--- config.mk ---
export PLATFORM = sky130hd
export DESIGN_NAME = unidad_procesadora_param
export DESIGN_NICKNAME = d
export VERILOG_FILES = /design/src/rtl/up_pkg.sv /design/src/rtl/banco_registros.sv /design/src/rtl/unidad_procesadora_param.sv
export SDC_FILE = /design/constraint.sdc
export NUM_CORES = 1
export LEC_CHECK = 0
export ABC_AREA = 1
export CAP_MARGIN = 20
export CORE_MARGIN = 1.5
export CORE_UTILIZATION = 45
export CTS_CLUSTER_DIAMETER = 100
export DETAILED_ROUTE_END_ITERATION = 6
export PLACE_DENSITY = 0.66
export SLEW_MARGIN = 15
export SYNTH_ARGS = -nofsm -noshare
export SYNTH_HDL_FRONTEND = slang
export SYNTH_SLANG_ARGS = --single-unit
--- constraint.sdc ---
create_clock -name clk -period 7.8 [get_ports clk]
set_input_delay 0.78 -clock clk [delete_from_list [all_inputs] [get_ports clk]]
set_output_delay 0.78 -clock clk [all_outputs]
set_load 0.1 [all_outputs]
--- src/rtl/up_pkg.sv ---
// up_pkg -- shared types and sizing for unidad_procesadora_param.
//   UP_W / UP_NREG / UP_AW : default data width, register count, register address width
//   ctrl_t                 : control word {reg_a, reg_b, dest, we, mb, alu_sel, sh_sel, mf, md}
//   alu_op_e, sh_op_e      : ALU and shifter operation codes
//   FLAG_*                 : bit positions inside the {V,C,N,Z} flags vector
//   mul_state_e            : multiplier sequencer states (used only when UP_MUL_EN is defined)
package up_pkg;

    localparam int UP_W    = 8;
    localparam int UP_NREG = 8;
    localparam int UP_AW   = $clog2(UP_NREG);

    typedef struct packed {
        logic [UP_AW-1:0] reg_a;
        logic [UP_AW-1:0] reg_b;
        logic [UP_AW-1:0] dest;
        logic             we;
        logic             mb;
        logic [3:0]       alu_sel;
        logic [1:0]       sh_sel;
        logic             mf;
        logic             md;
    } ctrl_t;

    typedef enum logic [3:0] {
        ALU_PASS  = 4'h0,
        ALU_INC   = 4'h1,
        ALU_ADD   = 4'h2,
        ALU_ADDC  = 4'h3,
        ALU_ADDNB = 4'h4,
        ALU_SUB   = 4'h5,
        ALU_DEC   = 4'h6,
        ALU_AND   = 4'h8,
        ALU_OR    = 4'hA,
        ALU_XOR   = 4'hC,
        ALU_NOT   = 4'hE,
        ALU_MUL   = 4'hF
    } alu_op_e;

    typedef enum logic [1:0] {
        SH_NONE = 2'd0,
        SH_LSR  = 2'd1,
        SH_LSL  = 2'd2,
        SH_ASR  = 2'd3
    } sh_op_e;

    typedef enum logic {
        ST_IDLE = 1'b0,
        ST_MUL  = 1'b1
    } mul_state_e;

    localparam int FLAG_Z = 0;
    localparam int FLAG_N = 1;
    localparam int FLAG_C = 2;
    localparam int FLAG_V = 3;

endpackage

--- src/rtl/banco_registros.sv ---
// banco_registros -- NREG x W register file, synchronous reset to zero.
//   clk, rst_n        : clock, synchronous active-low reset
//   we, waddr, wdata  : single synchronous write port
//   raddr_a, rdata_a  : asynchronous read port A
//   raddr_b, rdata_b  : asynchronous read port B
// A read of the register being written returns the old value until the edge.
module banco_registros #(
    parameter int W    = 8,
    parameter int NREG = 8,
    parameter int AW   = $clog2(NREG)
) (
    input  logic          clk,
    input  logic          rst_n,
    input  logic          we,
    input  logic [AW-1:0] waddr,
    input  logic [W-1:0]  wdata,
    input  logic [AW-1:0] raddr_a,
    input  logic [AW-1:0] raddr_b,
    output logic [W-1:0]  rdata_a,
    output logic [W-1:0]  rdata_b
);

    logic [W-1:0] mem [NREG];

    always_ff @(posedge clk) begin
        if (!rst_n) begin
            for (int i = 0; i < NREG; i++) mem[i] <= '0;
        end else if (we) begin
            mem[waddr] <= wdata;
        end
    end

    assign rdata_a = mem[raddr_a];
    assign rdata_b = mem[raddr_b];

endmodule

--- src/rtl/unidad_procesadora_param.sv ---
// unidad_procesadora_param -- register file + ALU + shifter + B/F/D muxes under one control word.
//   clk, rst_n     : clock, synchronous active-low reset
//   ctrl_valid     : control word valid; accepted when not busy
//   control        : ctrl_t control word
//   datain         : external data, selected onto D when md=1
//   constant_in    : constant operand, B bus when mb=0
//   flags          : registered {V,C,N,Z}
//   dataout        : B bus (combinational)
//   adr_out        : A bus (combinational)
//   busy           : multi-cycle multiply in progress
//   done           : one-cycle pulse after an operation commits
// Build option: define UP_MUL_EN to turn alu_sel=F into a W-cycle shift-add multiply;
// without it alu_sel=F passes A and busy is tied low.
//
// Multiplier sequencer (UP_MUL_EN only):
//   state   | meaning
//   ST_IDLE | accepting control words
//   ST_MUL  | shift-add in progress; last step writes result and flags
module unidad_procesadora_param
    import up_pkg::*;
#(
    parameter int W    = UP_W,
    parameter int NREG = UP_NREG
) (
    input  logic         clk,
    input  logic         rst_n,
    input  logic         ctrl_valid,
    input  ctrl_t        control,
    input  logic [W-1:0] datain,
    input  logic [W-1:0] constant_in,
    output logic [3:0]   flags,
    output logic [W-1:0] dataout,
    output logic [W-1:0] adr_out,
    output logic         busy,
    output logic         done
);

    localparam int AW = $clog2(NREG);

    logic [W-1:0] a_bus, reg_b_val, b_bus, add_b, logic_y, alu_y, sh_y, f_bus, d_bus;
    logic [W:0]   sum;
    logic         add_cin, is_arith, alu_c, alu_v;
    logic [3:0]   alu_flags, mul_flags;
    logic         accept, mul_start, single_acc, mul_last, mul_we;
    logic         rf_we;
    logic [AW-1:0] rf_waddr, mul_dest;
    logic [W-1:0] rf_wdata, mul_res;

    banco_registros #(.W(W), .NREG(NREG), .AW(AW)) u_banco (
        .clk     (clk),
        .rst_n   (rst_n),
        .we      (rf_we),
        .waddr   (rf_waddr),
        .wdata   (rf_wdata),
        .raddr_a (control.reg_a),
        .raddr_b (control.reg_b),
        .rdata_a (a_bus),
        .rdata_b (reg_b_val)
    );

    assign b_bus   = control.mb ? reg_b_val : constant_in;
    assign adr_out = a_bus;
    assign dataout = b_bus;

    // Every arithmetic op is A + add_b + add_cin, so one adder yields C and V uniformly;
    // subtract-style ops therefore report carry = not-borrow.
    always_comb begin
        add_b    = '0;
        add_cin  = 1'b0;
        is_arith = 1'b1;
        case (control.alu_sel)
            ALU_INC:   add_cin = 1'b1;
            ALU_ADD:   add_b = b_bus;
            ALU_ADDC:  begin add_b = b_bus;  add_cin = 1'b1; end
            ALU_ADDNB: add_b = ~b_bus;
            ALU_SUB:   begin add_b = ~b_bus; add_cin = 1'b1; end
            ALU_DEC:   add_b = '1;
            default:   is_arith = 1'b0;
        endcase
        sum = {1'b0, a_bus} + {1'b0, add_b} + {{W{1'b0}}, add_cin};

        case (control.alu_sel)
            ALU_AND: logic_y = a_bus & b_bus;
            ALU_OR:  logic_y = a_bus | b_bus;
            ALU_XOR: logic_y = a_bus ^ b_bus;
            ALU_NOT: logic_y = ~a_bus;
            default: logic_y = a_bus;
        endcase

        alu_y = is_arith ? sum[W-1:0] : logic_y;
        alu_c = is_arith & sum[W];
        alu_v = is_arith & (a_bus[W-1] == add_b[W-1]) & (sum[W-1] != a_bus[W-1]);
    end

    always_comb begin
        case (control.sh_sel)
            SH_LSR:  sh_y = {1'b0, b_bus[W-1:1]};
            SH_LSL:  sh_y = {b_bus[W-2:0], 1'b0};
            SH_ASR:  sh_y = {b_bus[W-1], b_bus[W-1:1]};
            default: sh_y = b_bus;
        endcase
    end

    assign f_bus = control.mf ? sh_y : alu_y;
    assign d_bus = control.md ? datain : f_bus;

    always_comb begin
        alu_flags         = '0;
        alu_flags[FLAG_V] = alu_v;
        alu_flags[FLAG_C] = alu_c;
        alu_flags[FLAG_N] = d_bus[W-1];
        alu_flags[FLAG_Z] = (d_bus == '0);
    end

    assign accept     = ctrl_valid & ~busy;
    assign single_acc = accept & ~mul_start;

`ifdef UP_MUL_EN
    localparam int CNTW = $clog2(W + 1);

    mul_state_e      state, state_nx;
    logic [CNTW-1:0] cnt;
    logic [2*W-1:0]  acc, mcand, acc_nx;
    logic [W-1:0]    mplier;

    assign mul_start = accept & (control.alu_sel == ALU_MUL) & ~control.mf & ~control.md;

    always_ff @(posedge clk) begin
        if (!rst_n) state <= ST_IDLE;
        else        state <= state_nx;
    end

    always_comb begin
        state_nx = state;
        case (state)
            ST_IDLE: if (mul_start) state_nx = ST_MUL;
            ST_MUL:  if (cnt == CNTW'(1)) state_nx = ST_IDLE;
            default: state_nx = ST_IDLE;
        endcase
    end

    always_comb begin
        busy     = (state == ST_MUL);
        mul_last = (state == ST_MUL) && (cnt == CNTW'(1));
    end

    // acc_nx includes the current step, so on the last step it already holds A*B.
    assign acc_nx = acc + (mplier[0] ? mcand : '0);

    always_ff @(posedge clk) begin
        if (!rst_n) begin
            cnt      <= '0;
            acc      <= '0;
            mcand    <= '0;
            mplier   <= '0;
            mul_dest <= '0;
            mul_we   <= 1'b0;
        end else if (mul_start) begin
            cnt      <= CNTW'(W);
            acc      <= '0;
            mcand    <= {{W{1'b0}}, a_bus};
            mplier   <= b_bus;
            mul_dest <= control.dest;
            mul_we   <= control.we;
        end else if (busy) begin
            cnt    <= cnt - CNTW'(1);
            acc    <= acc_nx;
            mcand  <= mcand << 1;
            mplier <= mplier >> 1;
        end
    end

    assign mul_res = acc_nx[W-1:0];

    always_comb begin
        mul_flags         = '0;
        mul_flags[FLAG_C] = |acc_nx[2*W-1:W];
        mul_flags[FLAG_N] = acc_nx[W-1];
        mul_flags[FLAG_Z] = (acc_nx[W-1:0] == '0);
    end
`else
    assign mul_start = 1'b0;
    assign busy      = 1'b0;
    assign mul_last  = 1'b0;
    assign mul_we    = 1'b0;
    assign mul_dest  = '0;
    assign mul_res   = '0;
    assign mul_flags = '0;
`endif

    assign rf_we    = (single_acc & control.we) | (mul_last & mul_we);
    assign rf_waddr = mul_last ? mul_dest : control.dest;
    assign rf_wdata = mul_last ? mul_res : d_bus;

    always_ff @(posedge clk) begin
        if (!rst_n) begin
            flags <= '0;
            done  <= 1'b0;
        end else begin
            done <= single_acc | mul_last;
            if (single_acc & ~control.mf & ~control.md) flags <= alu_flags;
            else if (mul_last)                          flags <= mul_flags;
        end
    end

endmodule

Yosys cells after proc, flatten, opt, wreduce, memory -nomap -nowiden
Memory sizes are Yosys's and may differ from the RTL's. Index checks and enable logic that the tools add are counted.

Add/subtract/negate cells: 2. Eq/ne operators: 15. Muxes and demuxes: 16. Bitwise operators: 13. Reductions and logical operators: 6.

Operators with widths (number): $pmux 8 s3 (2); $mux 8 (5); $pmux 8 s4 (1); $eq 4x4->1 const B (4); $not 8->8 (2); $eq 4x3->1 const B (3); $add 8x8->9 (1); $add 9x1->9 (1); $and 8x8->8 (1); $eq 4x2->1 const B (2); $logic_not 8->1 (1); $or 8x8->8 (1); $reduce_or 8->1 (1); $xor 8x8->8 (1); $mux 1 (7); $and 1x1->1 (6); $reduce_or 6->1 (1); $eq 2x2->1 const B (2); $eq 4x1->1 const B (1); $reduce_or 2->1 (2); $mux 3 (1); $reduce_or 3->1 (1); $eq 2x1->1 const B (1); $not 1->1 (2); other kinds (2) (2).

Register bits: 5. Memory bits (writable): 64. Input bits: 38. Memories: 1.

Memories: u_banco.mem (depth 8, bits a word 8, rd ports 2, clocked after memory_dff 0, wr ports 8, line banco_registros.sv:23) `logic [W-1:0] mem [NREG];`.

Longest topological paths before layout
Gate-level depths: netlist of the first run. An unclocked memory read counts as a cell.

Depth after elaboration: 10. Depth in mapped cells: 26. Depth with buffers taken out: 24.

Cells and area by module
From an unflattened synthesis of the first run, not the netlist that was laid out.

Cells, all modules: 891. Area total of the unflattened synthesis: 5878.1 µm².

By module, submodules not included: banco_registros (times used 1, cells an instance 528, area each 3890.0 µm², seq. area each 1921.8 µm²); unidad_procesadora_param (times used 1, cells an instance 363, area each 1988.2 µm², seq. area each 100.1 µm²).

Worst setup path after synthesis of the first run
Ideal clock, no wire load.

Path type: in2reg. Start: input control[14] (netlist name). End: register flags[0]. Arrival: 4324 ps. Data required time: 7683 ps. Setup slack: 3359 ps. Stages on the path: 24. Path buffers: 2. Cell sequence: buf_4 inv_2 buf_6 nand3_1 nand3_1 nand3_1 nand2_1 inv_1 o211a_1 fa_1 fa_1 inv_1 nand3_1 nand2_1 xor2_1 a21oi_1 nand2_1 nand2_1 nor2_2 nor2_8 nand3_2 nor2_1 nand3_1 a21oi_2.

Cells in the longest elaborated chain, start to end: 10.

Ends and longest elaborated chain: from (decl) (line unidad_procesadora_param.sv:28) `input ctrl_t control,`; $mem_v2 8x8 *; $mux 8 * (line unidad_procesadora_param.sv:61) `assign b_bus = control.mb ? reg_b_val : constant_in;`; named net dataout[0] (line unidad_procesadora_param.sv:32) `output logic [W-1:0] dataout,`; $not 8->8 (line unidad_procesadora_param.sv:75, unidad_procesadora_param.sv:76); $pmux 8 s3 (line unidad_procesadora_param.sv:71) `case (control.alu_sel)`; $add 8x8->9 (line unidad_procesadora_param.sv:80) `sum = {1'b0, a_bus} + {1'b0, add_b} + {{W{1'b0}}, add_cin};`; $add 9x1->9 (line unidad_procesadora_param.sv:80); $mux 8 (line unidad_procesadora_param.sv:90) `alu_y = is_arith ? sum[W-1:0] : logic_y;`; $mux 8 * (line unidad_procesadora_param.sv:104) `assign f_bus = control.mf ? sh_y : alu_y;`; $mux 8 * (line unidad_procesadora_param.sv:105) `assign d_bus = control.md ? datain : f_bus;`; $logic_not 8->1 * (line unidad_procesadora_param.sv:112) `alu_flags[FLAG_Z] = (d_bus == '0);`; to (signal assigned) (line unidad_procesadora_param.sv:201) `if (single_acc & ~control.mf & ~control.md) flags <= alu_flags;`; to (signal assigned) (line unidad_procesadora_param.sv:202) `else if (mul_last) flags <= mul_flags;`; to (decl) (line unidad_procesadora_param.sv:31) `output logic [3:0] flags,`.

The timed path passes the listed nets; every way through them passes the cells marked *. A chain may end at the register's enable or synchronous reset.

Final worst setup path of the first run
Start: input control[16] (netlist name). End: output adr_out[7].

Cells in the longest elaborated chain, start to end: 1.

Ends and longest elaborated chain: $mem_v2 8x8; to (decl) (line unidad_procesadora_param.sv:33) `output logic [W-1:0] adr_out,`.

No other way between the ends.

==> results of run 1 <==
==> registers in the layout (all words and copies together), names as in the netlist <==
signal and flops:
u_banco.mem 64, flags 4, done 1
==> path summary, 6_finish.rpt <==
path	start	end	slack, ns	cells after the start
setup / recovery	control[16]	adr_out[7]	3.14	9
hold / removal	flags[3]	flags[3]	0.47	2
setup reg to reg	u_banco.mem[1][0]	flags[0]	4.37	24
hold reg to reg	flags[3]	flags[3]	0.47	2
==> cell usage in the layout (no fill, tap or decap), drive strengths merged, types with 3 or more instances in the layout <==
master         Yosys  layout
inv              149     149
nand3            110     110
clkinv             1       4
nand4              4       4
ha                23      23
nand2            310     310
or2                3       3
nor2             101     101
edfxtp            64      64
dfxtp              5       5
o21ai              4       4
xor2               3       3
o211ai            19      19
clkbuf             3      11
clkdlybuf4s50      0      58
a21oi             24      24
==> area by class of cell <==
| cell class | count | area [sq um] |
|---|---|---|
| clock buffer | 11 | 233 |
| inverter | 150 | 571 |
| clock inverter | 5 | 51.3 |
| sequential | 69 | 2020 |
| multi-input combinational | 611 | 2980 |
| tap | 172 | 215 |
| fill | 1269 | 5950 |
| timing repair buffer | 60 | 596 |
==> per-layer routing <==
layer / part of all wire (%) / track usage, % / vias to the layer above / routed length [um]
met3: 10 / 5.50 / 25 / 1810
li1: - / - / 2765 / -
met5: 0 / 0 / - / 0
met2: 40 / 37.2 / 270 / 7160
met4: 2.3 / 8.59 / 0 / 403
met1: 47 / 42.2 / 2499 / 8460
==> metrics by stage <==
| stage | total power, mW | util, % | area (sq um) | std cells | worst slack (ns) |
|---|---|---|---|---|---|
| detailed placement | 0.789 | 50.6 | 6380 | 1062 | 2.93 |
| global route | 1.23 | 52.8 | 6670 | 1078 | 2.86 |
| global placement | 0.788 | 50.6 | 6380 | 1062 | 3.00 |
| finish | 1.17 | 52.8 | 6670 | 1078 | 3.14 |
| CTS | 1.17 | 52.8 | 6670 | 1078 | 3.20 |
| floorplan | 0.694 | - | 5820 | 859 | 3.36 |
==> kinds of logic (layout without fill, tap and decap cells) <==
kind of cell,Yosys count,after routing,synth area share [%]
and+or+nand+nor,531,531,39.1
buffers and inverters,179,226,14.0
DFF,69,69,34.8
AOI/OAI and AO/OA,49,49,5.68
adders and majority gates,25,25,5.64
xor gates and xnor gates,5,5,0.753
other,1,1,0.0645
==> power breakdown <==
group | switching, mW | internal (mW)
Clock | 0.141 | 0.245
Combinational | 0.259 | 0.102
Sequential | 0.00676 | 0.419
==> worst reg2reg max path, cell delays in order, from the launching register on <==
cell	delay, ns
edfxtp_1	0.36
inv_1	0.15
nand2_1	0.07
nand3_1	0.09
nand3_1	0.08
nand3_1	0.10
nand2_1	0.16
inv_1	0.14
nand2_1	0.06
o211a_1	0.14
fa_1	0.42
fa_1	0.44
inv_1	0.09
nand3_1	0.06
nand2_1	0.09
xor2_1	0.07
a21oi_1	0.12
nand2_1	0.07
nand2_1	0.07
nor2_2	0.06
nor2_8	0.17
nand3_2	0.07
nor2_1	0.09
nand3_1	0.09
a21oi_2	0.12
==> metrics.yaml, run 1 <==
run_status:
  status: "finished, final reports clean"
yosys:
  synthTopCellsByArea: "edfxtp_1, nand2_1, nand3_1"
  synthArstFlopShare_pct: 0
  synth_flop_cell: "edfxtp_1"
  ys_seq_elements: 69
  synth-edff-count: 64
  syn_avg_cell_area_sq_um: 6.77
  synthTopCellsByCount: "nand2_1, inv_1, nand3_1, nor2_1, edfxtp_1"
  netlist_instances: 859
  yosysTopAreaCell: "edfxtp_1"
  ys_seq_area_share_pct: 34.8
  post-synth-top-count-cell: "nand2_1"
  synth.cell_area_sq_um: 5820
  ys_types: 35
  syn-num-nets: 922
  synth_top_area_share_pct: 33.0
  synth_warnings: 0
setup_path:
  crit_chain: "clkdlybuf4s50_1 -> buf_4 -> inv_2 -> nand2_1 -> nand3_1 -> nand3_1 -> nand2_1 -> inv_1 -> clkdlybuf4s50_1"
  cp-start-kind: "input port"
  cp.buffers_inverters: 5
  crit_slowest_cell: "clkdlybuf4s50_1"
  crit_path_end_kind: "primary output"
  cp.arrival_ns: 3.88
  critical_path.max_fanout: 38
  path_delay_family: "buffers and inverters"
  critical_path.max_stage_delay_ns: 1.17
  crit_type: "in -> out"
  worstPathRequired_ns: 7.02
route:
  drc: 0
  vias_per_cell: 5.16
  drt_wl_total_um: 17800
  detail-route-antenna-nets: 0
  drtPass1Iterations: 5
  via_count: 5559
  drt_iter0_markers: 631
  wl_per_cell_um: 16.5
sta:
  slew_headroom_pct: 31.2
  setup_tns_ns: 0
  min_period_ns: 4.66
  hold_viol: 0
  finalSetupViolations: 0
  tightest_slew_ns: 1.03
  fin_worst_skew_ns: 0.00571
  holdWs_ns: 0.467
  rsz0062_at_grt: "no"
  post-route-period-util_pct: 59.7
  slew_violations: 0
  fmax_ghz: 0.215
power_and_ir_drop:
  peakVddDrop_mv: 0.170
  power_density_nw_per_um2: 176
  power.leakage_nw: 3.25
cts:
  clock_latency_ns: 0.33
  clock_path_buffers: 2
  htreeDepth: 3
  cts_buffers: 9
  cts_resized: 0
  post-cts-setup-buffers: 0
  path_clk_slew_ns: 0.05
  cts-root-buf: "clkbuf_16"
  cts_tree: "built"
  cts.sinks: 69
  cts_hold_buf: 0
grt:
  grt_max_degree: 43
  grt_pass1_wl_um: 27300
  track_usage_pct: 27.1
  grt_pass1_vias: 4833
  antenna_found_initial: 0
  grt_overflow: 0
flow_run:
  drv_cap: 0
die:
  start_util_pct: 46.1
  ios: 60
  chipWidth_um: 117
  coreArea_sq_um: 12600
  rows: 41
  die_area_sq_um: 13600
  die_h_um: 117
final_layout:
  nets: 964
  syn_to_final_growth_pct: 14.6
  drive_above_1_share_pct: 6.73
  num_antenna_cells: 0
placed_design:
  gp_congestion: 1.02
  io_buffers: 58
  place_hpwl_um: 13700
hold_path:
  worstHoldPathType: "reg -> reg"
(Power assumes the default switching activity.)
==> inputs of run 2 (changes only) <==
- clock period: 7.8 -> 4.9 ns (I/O delays scaled with it)
==> run 2 against run 1 <==
Via count about the same. Register-to-register slack got worse by 2.9 ns. Hold slack gained 0.0035 ns. Critical path depth rose by 11. Die area unchanged. Setup slack got worse by 2.2 ns. Final area is essentially flat. Utilization about the same. Clock power grew 65%.
==> metrics.yaml, run 2 (synthesis results as in run 1) <==
sta:
  slew_headroom_pct: 33.5  # was 31.2%
  holdWs_ns: 0.470  # was 0.467 ns
  post-route-period-util_pct: 80.8
  fin_worst_skew_ns: 0.00483  # was 0.00571 ns
  min_period_ns: 3.96
  rsz0062_at_grt: "no"  # unchanged
  finalSetupViolations: 0  # unchanged
  slew_violations: 0  # unchanged
  fmax_ghz: 0.253
  setup_tns_ns: 0  # unchanged
  hold_viol: 0  # unchanged
  tightest_slew_ns: 0.995  # was 1.03 ns
route:
  drt_wl_total_um: 17800  # about the same
  vias_per_cell: 5.13  # was 5.16
  detail-route-antenna-nets: 0  # unchanged
  drt_iter0_markers: 532  # was 631
  via_count: 5556  # was 5559
  drtPass1Iterations: 7  # was 5
  wl_per_cell_um: 16.4  # was 16.5 um
  drc: 0  # unchanged
placed_design:
  place_area_sq_um: 6370  # was 6380 sq um
  gp_congestion: 0.934  # was 1.02
  io_buffers: 58  # unchanged
  place_hpwl_um: 13600  # was 13700 um
grt:
  grt_pass1_vias: 4989  # was 4833
  grt_overflow: 0  # unchanged
  grt_pass1_wl_um: 27700  # was 27300 um
  grt_max_degree: 29  # was 43
  track_usage_pct: 27.3  # was 27.1%
  antenna_found_initial: 1  # was 0
final_layout:
  final_common_cell: "nand2_1"  # unchanged
  largest_register_ffs: 64  # unchanged
  layout_common_cells: "nand2_1, inv_1, nand3_1, nor2_1, edfxtp_1"  # unchanged
  fill_cells: 1304  # was 1269
  top_register: "u_banco.mem"  # unchanged
  final_area_sq_um: 6670  # about the same
  nets: 968  # was 964
  syn_to_final_growth_pct: 14.6  # about the same
  reg_top3: "u_banco.mem: 64 flops, flags: 4 flops, done: 1 flops"  # unchanged
  drive_above_1_share_pct: 9.01  # was 6.73%
  num_antenna_cells: 0  # unchanged
power_and_ir_drop:
  peakVddDrop_mv: 0.204  # was 0.170 mV
  power.leakage_nw: 3.29  # was 3.25 nW
  power_density_nw_per_um2: 283  # was 176 nW/um^2
setup_path:
  crit_top_cell: "nand3_1"
  reg2reg_depth: 24  # unchanged
  critical_path.max_stage_delay_ns: 0.86  # was 1.17 ns
  cp-start-kind: "input port"  # unchanged
  cp.arrival_ns: 4.23  # was 3.88 ns
  crit_slowest_cell: "clkdlybuf4s50_1"  # unchanged
  critical_path.max_fanout: 17  # was 38
  reg2reg_to: "flags[0]"  # unchanged
  worstPathRequired_ns: 5.17  # was 7.02 ns
  crit_start: "control[17]"  # was control[16]
  crit_chain: "clkdlybuf4s50_1 -> inv_4 -> nand3_1 -> nand3_1 -> nand2_2 -> fa_1 -> fa_1 -> inv_1 -> nand3_1 -> nand2_1 -> xor2_1 -> a21oi_1 -> nand2_1 -> nand2_1 -> nor2_2 -> nor2_8 -> nand3_2 -> nor2_1 -> nand3_1 -> a21oi_2"  # was clkdlybuf4s50_1 -> buf_4 -> inv_2 -> nand2_1 -> nand3_1 -> nand3_1 -> nand2_1 -> inv_1 -> clkdlybuf4s50_1
  crit_path_end_kind: "register"  # was primary output
  reg2reg_from: "u_banco.mem[1][0]"  # unchanged
  cp-endpoint: "flags[0]"  # was adr_out[7]
  crit_type: "in -> reg"  # was in -> out
  r2r_setup_slack_ns: 1.45  # was 4.37 ns
die:
  die_area_sq_um: 13600  # unchanged
  chipWidth_um: 117  # unchanged
  die_h_um: 117  # unchanged
  start_util_pct: 46.1  # unchanged
  coreArea_sq_um: 12600  # unchanged
  ios: 60  # unchanged
  rows: 41  # unchanged
cts:
  cts_buffers: 9  # unchanged
  htreeDepth: 3  # unchanged
  post-cts-setup-buffers: 0  # unchanged
  clock_path_buffers: 2  # unchanged
  cts_hold_buf: 0  # unchanged
  cts_tree: "built"  # unchanged
  cts.sinks: 69  # unchanged
  cts_resized: 0  # unchanged
  cts-root-buf: "clkbuf_16"  # unchanged
  path_clk_slew_ns: 0.05  # about the same
  clock_latency_ns: 0.33  # about the same
run_status:
  status: "finished, final reports clean"  # unchanged
flow_run:
  drv_cap: 0  # unchanged
hold_path:
  worstHoldPathType: "reg -> reg"  # unchanged
[run 2: cell types whose count changed in the layout (fill, tap and decap cells not counted)]
cell	change
buf_4	+20
clkbuf_1	-2
clkdlybuf4s50_1	-16
clkinv_1	+1
clkinv_2	-1
clkinv_4	+1
clkinvlp_4	+1
[run 2: report_power, final]
part           switching [mW]  internal [mW]
clock                   0.247          0.390
sequential             0.0101          0.666
combinational           0.414          0.160
total                   0.671           1.22
[run 2: per-layer routing]
metal  up-vias  track usage, %  routed length [um]
met5         -               0                  13
met4         2            9.00                 410
met3        33            5.66                1580
met2       255            40.2                7500
met1      2491            40.0                8270
li1       2775               -                   -
[run 2: cell type report]
cell class	instances	area, sq um	area share [%]
Multi-Input combinational cell	611	2980	44.7
Sequential cell	69	2020	30.3
Timing Repair Buffer	64	586	8.78
Inverter	150	571	8.56
Clock buffer	9	225	3.38
Tap cell	172	215	3.23
Clock inverter	7	66.3	0.995
[run 2: worst min path at each step]
stage                     startpoint        to  slack (ns)  depth (start not counted)
final                       flags[3]  flags[3]        0.47                          2
after global routing        flags[2]  flags[2]        0.50                          2
after CTS                   flags[3]  flags[3]        0.48                          2
after detailed placement    flags[3]  flags[3]        0.47                          2
after global placement      flags[2]  flags[2]        0.46                          2
after floorplan           ctrl_valid      done        0.62                          2
[run 2: per-stage QoR]
stage | power [mW] | setup WS [ns] | util (%) | instances
2_1_floorplan | 1.10 | 0.749 | - | 859
3_3_place_gp | 1.25 | 0.732 | 50.5 | 1066
3_5_place_dp | 1.25 | 0.622 | 50.5 | 1066
4_1_cts | 1.89 | 0.971 | 52.8 | 1082
5_1_grt | 1.97 | 0.629 | 52.8 | 1082
6_report | 1.89 | 0.940 | 52.8 | 1082
[run 2: worst max-delay path: cells and delay by family]
kind	cells	cell delay (ns)
AOI/OAI and AO/OA	2	0.24
xor gates and xnor gates	1	0.06
adders and majority gates	2	0.96
buffers and inverters	3	1.37
and+or+nand+nor	12	1.10
